<file path="src/rtl/seq_age_buffer_if.sv">
// Commit notification: one pulse per retired sequence number, advancing the age head.
interface CommitNotif;
    logic val;

    modport pub (output val);
    modport sub (input val);
endinterface

</file>
<file path="src/rtl/seq_age_buffer.sv">
// Age-ordered holding buffer: accepts the oldest producer request and always presents the
// oldest stored entry. Optional squash ports are enabled by defining SEQ_AGE_BUFFER_SQUASH_EN.
module seq_age_buffer #(
    parameter int unsigned p_seq_num_bits = 5,
    parameter int unsigned p_num_arb      = 4,
    parameter int unsigned p_depth        = 4,
    parameter int unsigned p_data_bits    = 32
) (
    input  logic                                      clk,
    input  logic                                      rst,
    input  logic [p_num_arb-1:0][p_seq_num_bits-1:0]  enq_seq_num,
    input  logic [p_num_arb-1:0][p_data_bits-1:0]     enq_data,
    input  logic [p_num_arb-1:0]                      enq_val,
    output logic [p_num_arb-1:0]                      enq_rdy,
    output logic [p_seq_num_bits-1:0]                 deq_seq_num,
    output logic [p_data_bits-1:0]                    deq_data,
    output logic                                      deq_val,
    input  logic                                      deq_rdy,
    output logic [$clog2(p_depth+1)-1:0]              count,
`ifdef SEQ_AGE_BUFFER_SQUASH_EN
    input  logic                                      squash_val,
    input  logic [p_seq_num_bits-1:0]                 squash_seq_num,
`endif
    CommitNotif.sub                                   commit
);
    localparam int unsigned SW = p_seq_num_bits;
    localparam int unsigned DW = p_data_bits;
    localparam int unsigned CW = $clog2(p_depth + 1);

    typedef logic [SW-1:0] seq_t;

    seq_t                        head;
    logic [p_depth-1:0]          slot_val;
    logic [p_depth-1:0][SW-1:0]  slot_tag;
    logic [p_depth-1:0][DW-1:0]  slot_data;

    logic [p_num_arb-1:0] enq_sel;
    logic                 enq_found;
    seq_t                 enq_age;
    seq_t                 enq_tag;
    logic [DW-1:0]        enq_dat;
    logic                 enq_fire;

    logic [p_depth-1:0]   deq_sel;
    logic                 deq_found;
    seq_t                 deq_age;
    logic                 deq_fire;

    logic [p_depth-1:0]   free_sel;
    logic                 free_found;
    logic [CW-1:0]        occ;
    logic                 full;

    logic                 sq_val;
    seq_t                 sq_tag;
    logic                 sq_block;
    logic [p_depth-1:0]   sq_kill;

    // Distance from the head; wraps mod 2^SW so a smaller value means older.
    function automatic seq_t age_of(input seq_t x, input seq_t base);
        return x - base;
    endfunction

`ifdef SEQ_AGE_BUFFER_SQUASH_EN
    assign sq_val = squash_val;
    assign sq_tag = squash_seq_num;
`else
    assign sq_val = 1'b0;
    assign sq_tag = '0;
`endif

    // Oldest requesting channel; strict compare keeps the lowest index on equal age.
    always_comb begin
        enq_sel   = '0;
        enq_found = 1'b0;
        enq_age   = '0;
        enq_tag   = '0;
        enq_dat   = '0;
        for (int i = 0; i < int'(p_num_arb); i++) begin
            if (enq_val[i] && (!enq_found || (age_of(enq_seq_num[i], head) < enq_age))) begin
                enq_found  = 1'b1;
                enq_age    = age_of(enq_seq_num[i], head);
                enq_tag    = enq_seq_num[i];
                enq_dat    = enq_data[i];
                enq_sel    = '0;
                enq_sel[i] = 1'b1;
            end
        end
    end

    // Oldest valid slot drives the dequeue port.
    always_comb begin
        deq_sel     = '0;
        deq_found   = 1'b0;
        deq_age     = '0;
        deq_seq_num = '0;
        deq_data    = '0;
        for (int i = 0; i < int'(p_depth); i++) begin
            if (slot_val[i] && (!deq_found || (age_of(slot_tag[i], head) < deq_age))) begin
                deq_found   = 1'b1;
                deq_age     = age_of(slot_tag[i], head);
                deq_seq_num = slot_tag[i];
                deq_data    = slot_data[i];
                deq_sel     = '0;
                deq_sel[i]  = 1'b1;
            end
        end
    end

    // Lowest free slot, occupancy and squash victims.
    always_comb begin
        free_sel   = '0;
        free_found = 1'b0;
        occ        = '0;
        sq_kill    = '0;
        for (int i = 0; i < int'(p_depth); i++) begin
            if (!slot_val[i] && !free_found) begin
                free_found  = 1'b1;
                free_sel[i] = 1'b1;
            end
            occ        = occ + CW'(slot_val[i]);
            sq_kill[i] = sq_val && (age_of(slot_tag[i], head) > age_of(sq_tag, head));
        end
    end

    assign full     = (occ == CW'(p_depth));
    assign sq_block = sq_val && (age_of(enq_tag, head) > age_of(sq_tag, head));
    assign enq_rdy  = (enq_found && !full && !sq_block) ? enq_sel : '0;
    assign enq_fire = |enq_rdy;
    assign deq_val  = deq_found;
    assign deq_fire = deq_found && deq_rdy;
    assign count    = occ;

    always_ff @(posedge clk or posedge rst) begin
        if (rst) begin
            head     <= '0;
            slot_val <= '0;
        end else begin
            if (commit.val) begin
                head <= head + SW'(1);
            end
            slot_val <= (slot_val & ~(deq_sel & {p_depth{deq_fire}}) & ~sq_kill)
                      | (free_sel & {p_depth{enq_fire}});
        end
    end

    // Payload storage carries no reset; validity lives in slot_val.
    always_ff @(posedge clk) begin
        for (int i = 0; i < int'(p_depth); i++) begin
            if (enq_fire && free_sel[i]) begin
                slot_tag[i]  <= enq_tag;
                slot_data[i] <= enq_dat;
            end
        end
    end

endmodule
</file>
<file path="src/flat_wrapper.sv">
// flat-port wrapper written by rule: the top's interface ports become plain ports
module seq_age_buffer_flat 
#(
    parameter int unsigned p_seq_num_bits = 5,
    parameter int unsigned p_num_arb      = 4,
    parameter int unsigned p_depth        = 4,
    parameter int unsigned p_data_bits    = 32
)
  (clk, rst, enq_seq_num, enq_data, enq_val, enq_rdy, deq_seq_num, deq_data, deq_val, deq_rdy, count, commit_val);
  CommitNotif commit_i ();
  input  logic clk;
  input  logic rst;
  input  logic [p_num_arb-1:0][p_seq_num_bits-1:0] enq_seq_num;
  input  logic [p_num_arb-1:0][p_data_bits-1:0] enq_data;
  input  logic [p_num_arb-1:0] enq_val;
  output logic [p_num_arb-1:0] enq_rdy;
  output logic [p_seq_num_bits-1:0] deq_seq_num;
  output logic [p_data_bits-1:0] deq_data;
  output logic deq_val;
  input  logic deq_rdy;
  output logic [$clog2(p_depth+1)-1:0] count;
  input wire logic [$bits(commit_i.val)-1:0] commit_val;
  assign commit_i.val = commit_val;
  seq_age_buffer #(.p_seq_num_bits(p_seq_num_bits), .p_num_arb(p_num_arb), .p_depth(p_depth), .p_data_bits(p_data_bits)) u_core (.clk(clk), .rst(rst), .enq_seq_num(enq_seq_num), .enq_data(enq_data), .enq_val(enq_val), .enq_rdy(enq_rdy), .deq_seq_num(deq_seq_num), .deq_data(deq_data), .deq_val(deq_val), .deq_rdy(deq_rdy), .count(count), .commit(commit_i));
endmodule
</file>
<file path="config.mk">
export PLATFORM = sky130hd
export DESIGN_NAME = seq_age_buffer_flat
export DESIGN_NICKNAME = d
export VERILOG_FILES = /design/src/rtl/seq_age_buffer_if.sv /design/src/rtl/seq_age_buffer.sv /design/src/flat_wrapper.sv
export SDC_FILE = /design/constraint.sdc
export NUM_CORES = 1
export LEC_CHECK = 0
export ABC_CLOCK_PERIOD_IN_PS = 9100
export CAP_MARGIN = 30
export CORE_UTILIZATION = 47
export DETAILED_ROUTE_END_ITERATION = 10
export HOLD_SLACK_MARGIN = 0.03
export PLACE_DENSITY = 0.77
export SLEW_MARGIN = 10
export SYNTH_ARGS = -nofsm -noshare
export SYNTH_HDL_FRONTEND = slang
export SYNTH_SLANG_ARGS = --single-unit
</file>
<file path="constraint.sdc">
create_clock -name clk -period 9.1 [get_ports clk]
set_input_delay 1.82 -clock clk [delete_from_list [all_inputs] [get_ports clk]]
set_output_delay 1.82 -clock clk [all_outputs]
set_load 0.02 [all_outputs]
</file>
Word-level counts from Yosys, hierarchy flattened
Cells that the tools add are included.
Storage, ports and cells
  register bits after elaboration: 157
  input bits: 156
  output and inout port bits: 45
  logic and storage cells: 113
Cells by class
  $add $sub $neg: 12
  order comparisons: 6
  equal/unequal tests: 1
  mux-type cells: 45
  bitwise gates (word level): 5
  reduce and logical (&&, ||, !) cells: 34
Operator list (number)
  32-bit two-way mux: 8
  5-bit two-way mux: 14
  5-bit subtractor: 8
  5-bit less-than comparator: 6
  4-bit two-way mux: 5
  1-bit two-way mux: 16
  1-bit logical AND: 15
  4-bit bitwise AND: 3
  1-bit logical NOT: 12
  3-bit by 1-bit adder with 3-bit output: 2
  1-bit logical OR: 6
  5-bit by 1-bit adder with 5-bit output, second input constant: 1
  4-bit NOT: 1
  4-bit OR: 1
  4-bit OR reduction: 1
  3-bit == test, second input constant: 1
  3-bit two-way mux: 1
  1-bit by 1-bit adder with 2-bit output: 1
  2-bit two-way mux: 1

Longest topological paths before layout
Gate-level depths: netlist (run 1).
  depth in word-level cells: 19
  depth in mapped cells: 35
  depth with buffers taken out: 31

Worst setup path after synthesis (run 1)
No wires, ideal clock.
  kind: input -> output
  start: input enq_seq_num[0] (netlist name)
  end: output enq_rdy[0]
  arrival time: 7.785 ns
  data required time: 7.280 ns
  slack: -0.505 ns
  cell stages on the path: 34
  path buffers: 3
  cell sequence: inv_1 > ha_1 > inv_1 > fa_1 > a21o_1 > a21oi_1 > xnor2_1 > nand2_1 > ha_1 > nand2_1 > nand3b_1 > a211o_1 > nand3_1 > clkbuf_1 > nor2_1 > a21oi_1 > ha_1 > a21oi_1 > nor2b_1 > o21ai_0 > and4b_1 > a21boi_1 > buf_4 > nor2_1 > a21o_1 > ha_1 > a21o_1 > a21o_1 > a21oi_1 > a21oi_1 > a41oi_2 > and2_4 > buf_2 > nor3_1
On the way
  word-level cells in the longest chain between the ends: 16
  elaborated cells between the ends (all ways): 23
  classes of those cells: add/sub (1); order compare (3); mux (10); reduce/logical (9)
RTL lines
  start: declaration: line flat_wrapper.sv:13  | input logic [p_num_arb-1:0][p_seq_num_bits-1:0] enq_seq_num;
  5-bit subtractor (*): line seq_age_buffer.sv:61  | return x - base;
  5-bit two-way mux (*): line seq_age_buffer.sv:80  | if (enq_val[i] && (!enq_found || (age_of(enq_seq_num[i], head) < enq_age))) begin
  5-bit less-than comparator: line seq_age_buffer.sv:80
  1-bit logical OR: line seq_age_buffer.sv:80
  1-bit logical AND: line seq_age_buffer.sv:80
  5-bit two-way mux or 1-bit two-way mux (tied branches): line seq_age_buffer.sv:80
  5-bit less-than comparator or 1-bit logical NOT (tied branches): line seq_age_buffer.sv:80
  1-bit logical OR: line seq_age_buffer.sv:80
  1-bit logical AND: line seq_age_buffer.sv:80
  5-bit two-way mux or 1-bit two-way mux (tied branches): line seq_age_buffer.sv:80
  5-bit less-than comparator or 1-bit logical NOT (tied branches): line seq_age_buffer.sv:80
  1-bit logical OR: line seq_age_buffer.sv:80
  1-bit logical AND: line seq_age_buffer.sv:80
  1-bit two-way mux: line seq_age_buffer.sv:80
  1-bit logical AND: line seq_age_buffer.sv:128  | assign enq_rdy = (enq_found && !full && !sq_block) ? enq_sel : '0;
  4-bit two-way mux (*): line seq_age_buffer.sv:128
  end: declaration: line flat_wrapper.sv:16  | output logic [p_num_arb-1:0] enq_rdy;
Every way passes the cells marked *; elsewhere a longest branch is shown, timed or not.

Final worst setup path (run 1)
  start: input enq_seq_num[5] (netlist name)
  end: output enq_rdy[1]
On the way
  word-level cells in the longest chain between the ends: 15
  elaborated cells between the ends (all ways): 22
  classes of those cells: add/sub (1); order compare (3); mux (9); reduce/logical (9)
RTL lines (line)
  5-bit subtractor (*): seq_age_buffer.sv:61
  5-bit less-than comparator: seq_age_buffer.sv:80
  1-bit logical OR: seq_age_buffer.sv:80
  1-bit logical AND: seq_age_buffer.sv:80
  5-bit two-way mux or 1-bit two-way mux (tied branches): seq_age_buffer.sv:80
  5-bit less-than comparator or 1-bit logical NOT (tied branches): seq_age_buffer.sv:80
  1-bit logical OR: seq_age_buffer.sv:80
  1-bit logical AND: seq_age_buffer.sv:80
  5-bit two-way mux or 1-bit two-way mux (tied branches): seq_age_buffer.sv:80
  5-bit less-than comparator or 1-bit logical NOT (tied branches): seq_age_buffer.sv:80
  1-bit logical OR: seq_age_buffer.sv:80
  1-bit logical AND: seq_age_buffer.sv:80
  1-bit two-way mux: seq_age_buffer.sv:80
  1-bit logical AND: seq_age_buffer.sv:128
  4-bit two-way mux (*): seq_age_buffer.sv:128
Marks and branches as above.

==> results of run 1 <==
## flip-flops by register name (all words and copies together) (netlist names)
name              count
u_core.slot_data    128
u_core.slot_tag      20
u_core.head           5
u_core.slot_val       4
## timing repair
action | 4_1_cts | 5_1_grt
endpoints found under the setup margin | 40 | 41
hold endpoints to repair | 0 | 0
pin swaps | 28 | 32
gates resized for setup | 50 | 72
gates cloned | 0 | 1
hold buffers | 0 | 0
setup buffers | 10 | 5
## kinds of logic (layout without fill, tap and decap cells)
kind of cell / Yosys count / count (layout) / share of synthesized area, %
muxes: 75 / 75 / 8.59
xor gates and xnor gates: 36 / 36 / 3.22
DFF: 157 / 157 / 47.6
AOI/OAI and AO/OA: 244 / 244 / 18.5
buffers and inverters: 82 / 332 / 3.99
adders and majority gates: 71 / 71 / 9.75
and+or+nand+nor: 157 / 157 / 8.28
## worst max-delay path: cells and delay by family
family	cells	cell delay [ps]
XOR/XNOR	1	140
adder cells (fa/ha/maj)	5	1300
buffers and inverters	6	580
AO/OA/AOI/OAI	12	1890
AND/OR/NAND/NOR	10	1330
## Yosys cell counts, types with 3 or more instances
| cell type | count | area share, % |
|---|---|---|
| a31oi_1 | 5 | 0.32 |
| buf_4 | 8 | 0.61 |
| nor3_1 | 43 | 2.2 |
| inv_1 | 27 | 1.0 |
| mux2_2 | 43 | 4.9 |
| o31ai_2 | 10 | 1.3 |
| nor2_1 | 14 | 0.54 |
| a21o_1 | 25 | 1.9 |
| o31ai_1 | 28 | 2.1 |
| a22o_1 | 73 | 6.5 |
| buf_6 | 5 | 0.57 |
| and3_1 | 3 | 0.19 |
| buf_2 | 13 | 0.66 |
| fa_1 | 9 | 1.8 |
| a21oi_1 | 72 | 3.7 |
| xor2_1 | 10 | 0.89 |
| nand2_1 | 28 | 1.1 |
| nand3b_1 | 3 | 0.23 |
| xnor2_1 | 26 | 2.3 |
| ha_1 | 62 | 7.9 |
| o21a_1 | 4 | 0.31 |
| nand2b_1 | 3 | 0.19 |
| mux2_1 | 30 | 3.4 |
| nand4_1 | 6 | 0.38 |
| nand3_1 | 41 | 2.1 |
| o21ai_0 | 8 | 0.41 |
| clkbuf_1 | 28 | 1.1 |
| edfxtp_1 | 148 | 45 |
| dfrtp_1 | 9 | 2.3 |
| nor2b_1 | 3 | 0.19 |
## worst min-delay path by stage
stage | slack [ps] | to | depth (start not counted) | start
global route | 560 | u_core.head[3]$_DFFE_PP0P_ | 1 | u_core.head[3]$_DFFE_PP0P_
finish | 530 | u_core.head[3]$_DFFE_PP0P_ | 1 | u_core.head[3]$_DFFE_PP0P_
detailed placement | 520 | u_core.head[3]$_DFFE_PP0P_ | 1 | u_core.head[3]$_DFFE_PP0P_
CTS | 530 | u_core.head[3]$_DFFE_PP0P_ | 1 | u_core.head[3]$_DFFE_PP0P_
global placement | 490 | u_core.head[3]$_DFFE_PP0P_ | 1 | u_core.head[3]$_DFFE_PP0P_
floorplan | 470 | u_core.head[3]$_DFFE_PP0P_ | 1 | u_core.head[3]$_DFFE_PP0P_
## final cells by class
class                      instances  area (um2)
clock inverter                    14         149
tap                              270         338
multi-input combinational        583        5100
timing repair buffer             274        2690
sequential                       157        4670
inverter                          27         106
fill                            1518        6890
clock buffer                      17         425
## per-layer routing
metal / vias up / global-route usage [%] / routed length [um]
met5: - / 0 / 0
met4: 0 / 8.49 / 488
met3: 37 / 4.50 / 1410
met2: 272 / 48.0 / 14900
met1: 3925 / 34.2 / 12500
li1: 3686 / - / -
## metrics by stage
stage          cells  setup TNS [ps]
2_1_floorplan    822               0
3_3_place_gp    1296           -2430
3_5_place_dp    1296           -3190
4_1_cts         1336               0
5_1_grt         1342           -53.4
6_report        1342               0
==> flow_summary.yaml, run 1 <==
yosys:
  async_flop_share_pct: 5.73
  ys_seq_area_share_pct: 47.6
  syn_area_per_cell_um2: 11.9
  ys_warn_count: 0
  synth.net_count: 1049
  synth_edf_count: 148
  synth_cells: 822
  synth.cell_area_mm2: 0.00980
  synthFlopType: "edfxtp_1"
  ys_seq_elements: 157
  synth.distinct_cells: 60
place:
  post-place-ws_ps: -823
  dp_hpwl_mm: 19.8
  io_buffers: 200
  place_area_mm2: 0.0124
  gp_congestion: 0.936
clock_network:
  cts.sinks: 157
  cts-root-buf: "clkbuf_16"
  cts_made_buffers: 17
  cts-htree-levels: 4
  clock_latency_ps: 430
  cts.clk_slew.worst_paths_ps: 60
  clockBufferDepth: 2
  cts_tree: "yes"
worst_setup_path:
  timing.critical_path.to: "enq_rdy[1]"
  start_kind: "primary input"
  crit_path_frequent_cell: "a21oi_2"
  critPathMaxFanout: 7
  reg2reg_setup_slack_ps: 2260
  worst_ep_arrival_time_ps: 7050
  cp-startpoint: "enq_seq_num[5]"
  critPathSlowestCell: "fa_2"
  r2r_cells: 33
  end_kind: "output port"
  max_stage_delay_ps: 330
  timing.rr.end: "u_core.slot_data[67]$_DFFE_PP_"
  crit_required_ps: 7280
  reg2reg_from: "u_core.head[1]$_DFFE_PP0P_"
  path_class: "in -> out"
die:
  row_count: 52
  die_area_mm2: 0.0214
  die_x_um: 146
  die_h_um: 146
  ios: 201
  start_util_pct: 48.1
  core_area_mm2: 0.0204
sta:
  max_freq_mhz: 113
  finClkSkew_ps: 8.02
  fin_hold_ws_ps: 528
  setup_viol: 0
  worstMarginPinSlew_ps: 870
  period_share_pct: 97.4
  finalHoldViolations: 0
  fin_ws_ps: 232
  slew_violations: 0
  period_needed_ps: 8870
  slew-limit-headroom_pct: 42.0
layout:
  postLayoutCoreUtil_pct: 66.2
  drive_above_1_share_pct: 20.8
  synthToLayoutAreaGrowth_pct: 37.4
  antennaDiodeCount: 0
  final_common_cell: "clkdlybuf4s50_1"
  mostFrequentLayoutCells: "154 x clkdlybuf4s50_1, 148 x edfxtp_1, 73 x a22o_1, 71 x buf_4, 63 x a21oi_1"
  nets: 1287
  fin_area_mm2: 0.0135
grt:
  track_usage_pct: 27.3
  grt_pass1_vias: 8037
  grt_pass1_wl_mm: 44.5
  antenna_found_initial: 0
  grt_overflow_total: 0
  grt_max_degree: 39
detailed_routing:
  routedWlPerCell_um: 21.8
  remaining_drc_errors: 0
  vias: 7920
  antenna_left: 0
  wl_mm: 29.2
  drtIter0Drc: 582
  dr.pass1.iters: 7
  vias_per_cell: 5.90
flow_run:
  drv_cap: 0
hold_path:
  hp-class: "reg -> reg"
status:
  status: "finished, final reports clean"
Power of run 1 is not shown: default switching activity piles up to over one toggle a cycle in this logic, so the estimate is an artifact.
==> run 2, diff against run 1 <==
Settings changed: CORE_ASPECT_RATIO from default to 0.7.
==> run 2 against run 1 <==
Effect of this change:
- die area hardly changed
- cell count is 0.15% lower
- clock skew is 6.1 ps higher
- wire length hardly changed
- setup slack worse by 130 ps
- final area hardly changed
- fmax is 1.5% lower
- non-clock buffer count is 4 lower
==> flow_summary.yaml, run 2 (synthesis gave the netlist of run 1 again) <==
sta:
  setup_viol: 0
  fin_hold_ws_ps: 504
  finalHoldViolations: 0
  period_share_pct: 98.9
  worstMarginPinSlew_ps: 797
  fin_ws_ps: 98.6
  slew-limit-headroom_pct: 46.4
  finClkSkew_ps: 14.1
  rsz0062_at_grt: "yes"
  max_freq_mhz: 111
  period_needed_ps: 9000
  slew_violations: 0
detailed_routing:
  wl_mm: 29.2
  remaining_drc_errors: 0
  drtIter0Drc: 678
  routedWlPerCell_um: 21.8
  dr.pass1.iters: 5
  vias: 7937
  antenna_left: 0
  vias_per_cell: 5.92
die:
  core_area_mm2: 0.0201
  die_h_um: 123
  row_count: 43
  die_x_um: 175
  ios: 201
  die_area_mm2: 0.0214
  start_util_pct: 48.7
clock_network:
  cts.sinks: 157
  cts_tree: "yes"
  cts.clk_slew.worst_paths_ps: 80
  cts-htree-levels: 4
  cts_made_buffers: 17
  cts_hold_buf: 0
  clock_latency_ps: 430
  clockBufferDepth: 2
  cts-root-buf: "clkbuf_16"
grt:
  grt_pass1_vias: 7772
  antenna_found_initial: 0
  grt_overflow_total: 0
  grt_max_degree: 39
  grt_pass1_wl_mm: 43.6
  track_usage_pct: 26.9
worst_setup_path:
  path_class: "in -> out"
  critPathSlowestCell: "fa_2"
  start_kind: "primary input"
  crit_required_ps: 7280
  worst_ep_arrival_time_ps: 7180
  r2r_cells: 32
  max_stage_delay_ps: 380
  critPathMaxFanout: 7
  crit_path_frequent_cell: "a21o_1"
  reg2reg_setup_slack_ps: 2200
  end_kind: "output port"
status:
  status: "finished, final reports clean"
layout:
  synthToLayoutAreaGrowth_pct: 37.5
  nets: 1284
  reg_top3: "u_core.slot_data: 128 flops, u_core.slot_tag: 20 flops, u_core.head: 5 flops"
  fin_area_mm2: 0.0135
  largest_reg_flops: 128
  drive_above_1_share_pct: 20.9
  final_common_cell: "clkdlybuf4s50_1"
  regMostFlops: "u_core.slot_data"
  mostFrequentLayoutCells: "153 x clkdlybuf4s50_1, 148 x edfxtp_1, 73 x a22o_1, 67 x buf_4, 64 x a21oi_1"
  num-fill-cells: 1492
  antennaDiodeCount: 0
place:
  io_buffers: 200
  post-place-ws_ps: -884
  dp_hpwl_mm: 19.9
  place_area_mm2: 0.0124
  gp_congestion: 0.917
hold_path:
  hp-class: "reg -> reg"
  hold_path_depth: 1
flow_run:
  drv_cap: 0
==> run 2: cell count changes in the layout (fill, tap and decap cells not counted), sizes merged <==
cell,previous run,this run
clkdlybuf4s50,154,153
clkbuf,19,18
inv,34,36
nand2,29,30
buf,78,75
dlygate4sd2,0,1
clkinvlp,2,0
bufinv,1,2
==> run 2: repair_timing <==
| item | CTS | global route |
|---|---|---|
| setup endpoints to repair | 41 | 41 |
| cloned | 0 | 1 |
| setup buffers | 4 | 6 |
| gates resized for setup | 49 | 79 |
| pin swaps | 27 | 30 |
==> run 2: worst paths after layout <==
check | startpoint | end
setup / recovery | enq_seq_num[5] | enq_rdy[1]
max in group asynchronous | rst | u_core.head[0]$_DFFE_PP0P_
setup reg to reg | u_core.head[1]$_DFFE_PP0P_ | u_core.slot_data[48]$_DFFE_PP_
hold / removal | u_core.head[3]$_DFFE_PP0P_ | u_core.head[3]$_DFFE_PP0P_
hold reg to reg | u_core.head[3]$_DFFE_PP0P_ | u_core.head[3]$_DFFE_PP0P_
min in group asynchronous | rst | u_core.head[2]$_DFFE_PP0P_
==> run 2: final cells by class <==
type	instances	area (um2)	area share (%)
Multi-Input combinational cell	584	5080	37.7
Clock buffer	17	425	3.15
Inverter	27	106	0.789
Tap cell	270	338	2.51
Timing Repair Buffer	270	2650	19.7
Clock inverter	15	209	1.55
Sequential cell	157	4670	34.6
==> run 2: worst max-delay path: cells and delay by family <==
kind | cells | cell delay, ps
adder cells (fa/ha/maj) | 5 | 1240
AO/OA/AOI/OAI | 14 | 2470
XOR/XNOR | 1 | 160
AND/OR/NAND/NOR | 8 | 940
buffers and inverters | 6 | 540
==> run 2: stage by stage <==
stage	setup TNS (ps)	cells	util [%]
2_1_floorplan	0	822	-
3_3_place_gp	-2700	1297	61.8
3_5_place_dp	-3430	1297	61.8
4_1_cts	-4.56	1333	65.5
5_1_grt	-292	1340	67.0
6_report	0	1340	67.0
==> run 2: metal layers <==
| metal | GRT usage, % | routed length [um] | up-vias |
|---|---|---|---|
| li1 | - | - | 3693 |
| met1 | 38.2 | 13500 | 3889 |
| met2 | 42.1 | 13300 | 332 |
| met3 | 5.89 | 2190 | 23 |
| met4 | 6.79 | 257 | 0 |
| met5 | 0 | 0 | - |
Power of run 2 is left out for the same reason.
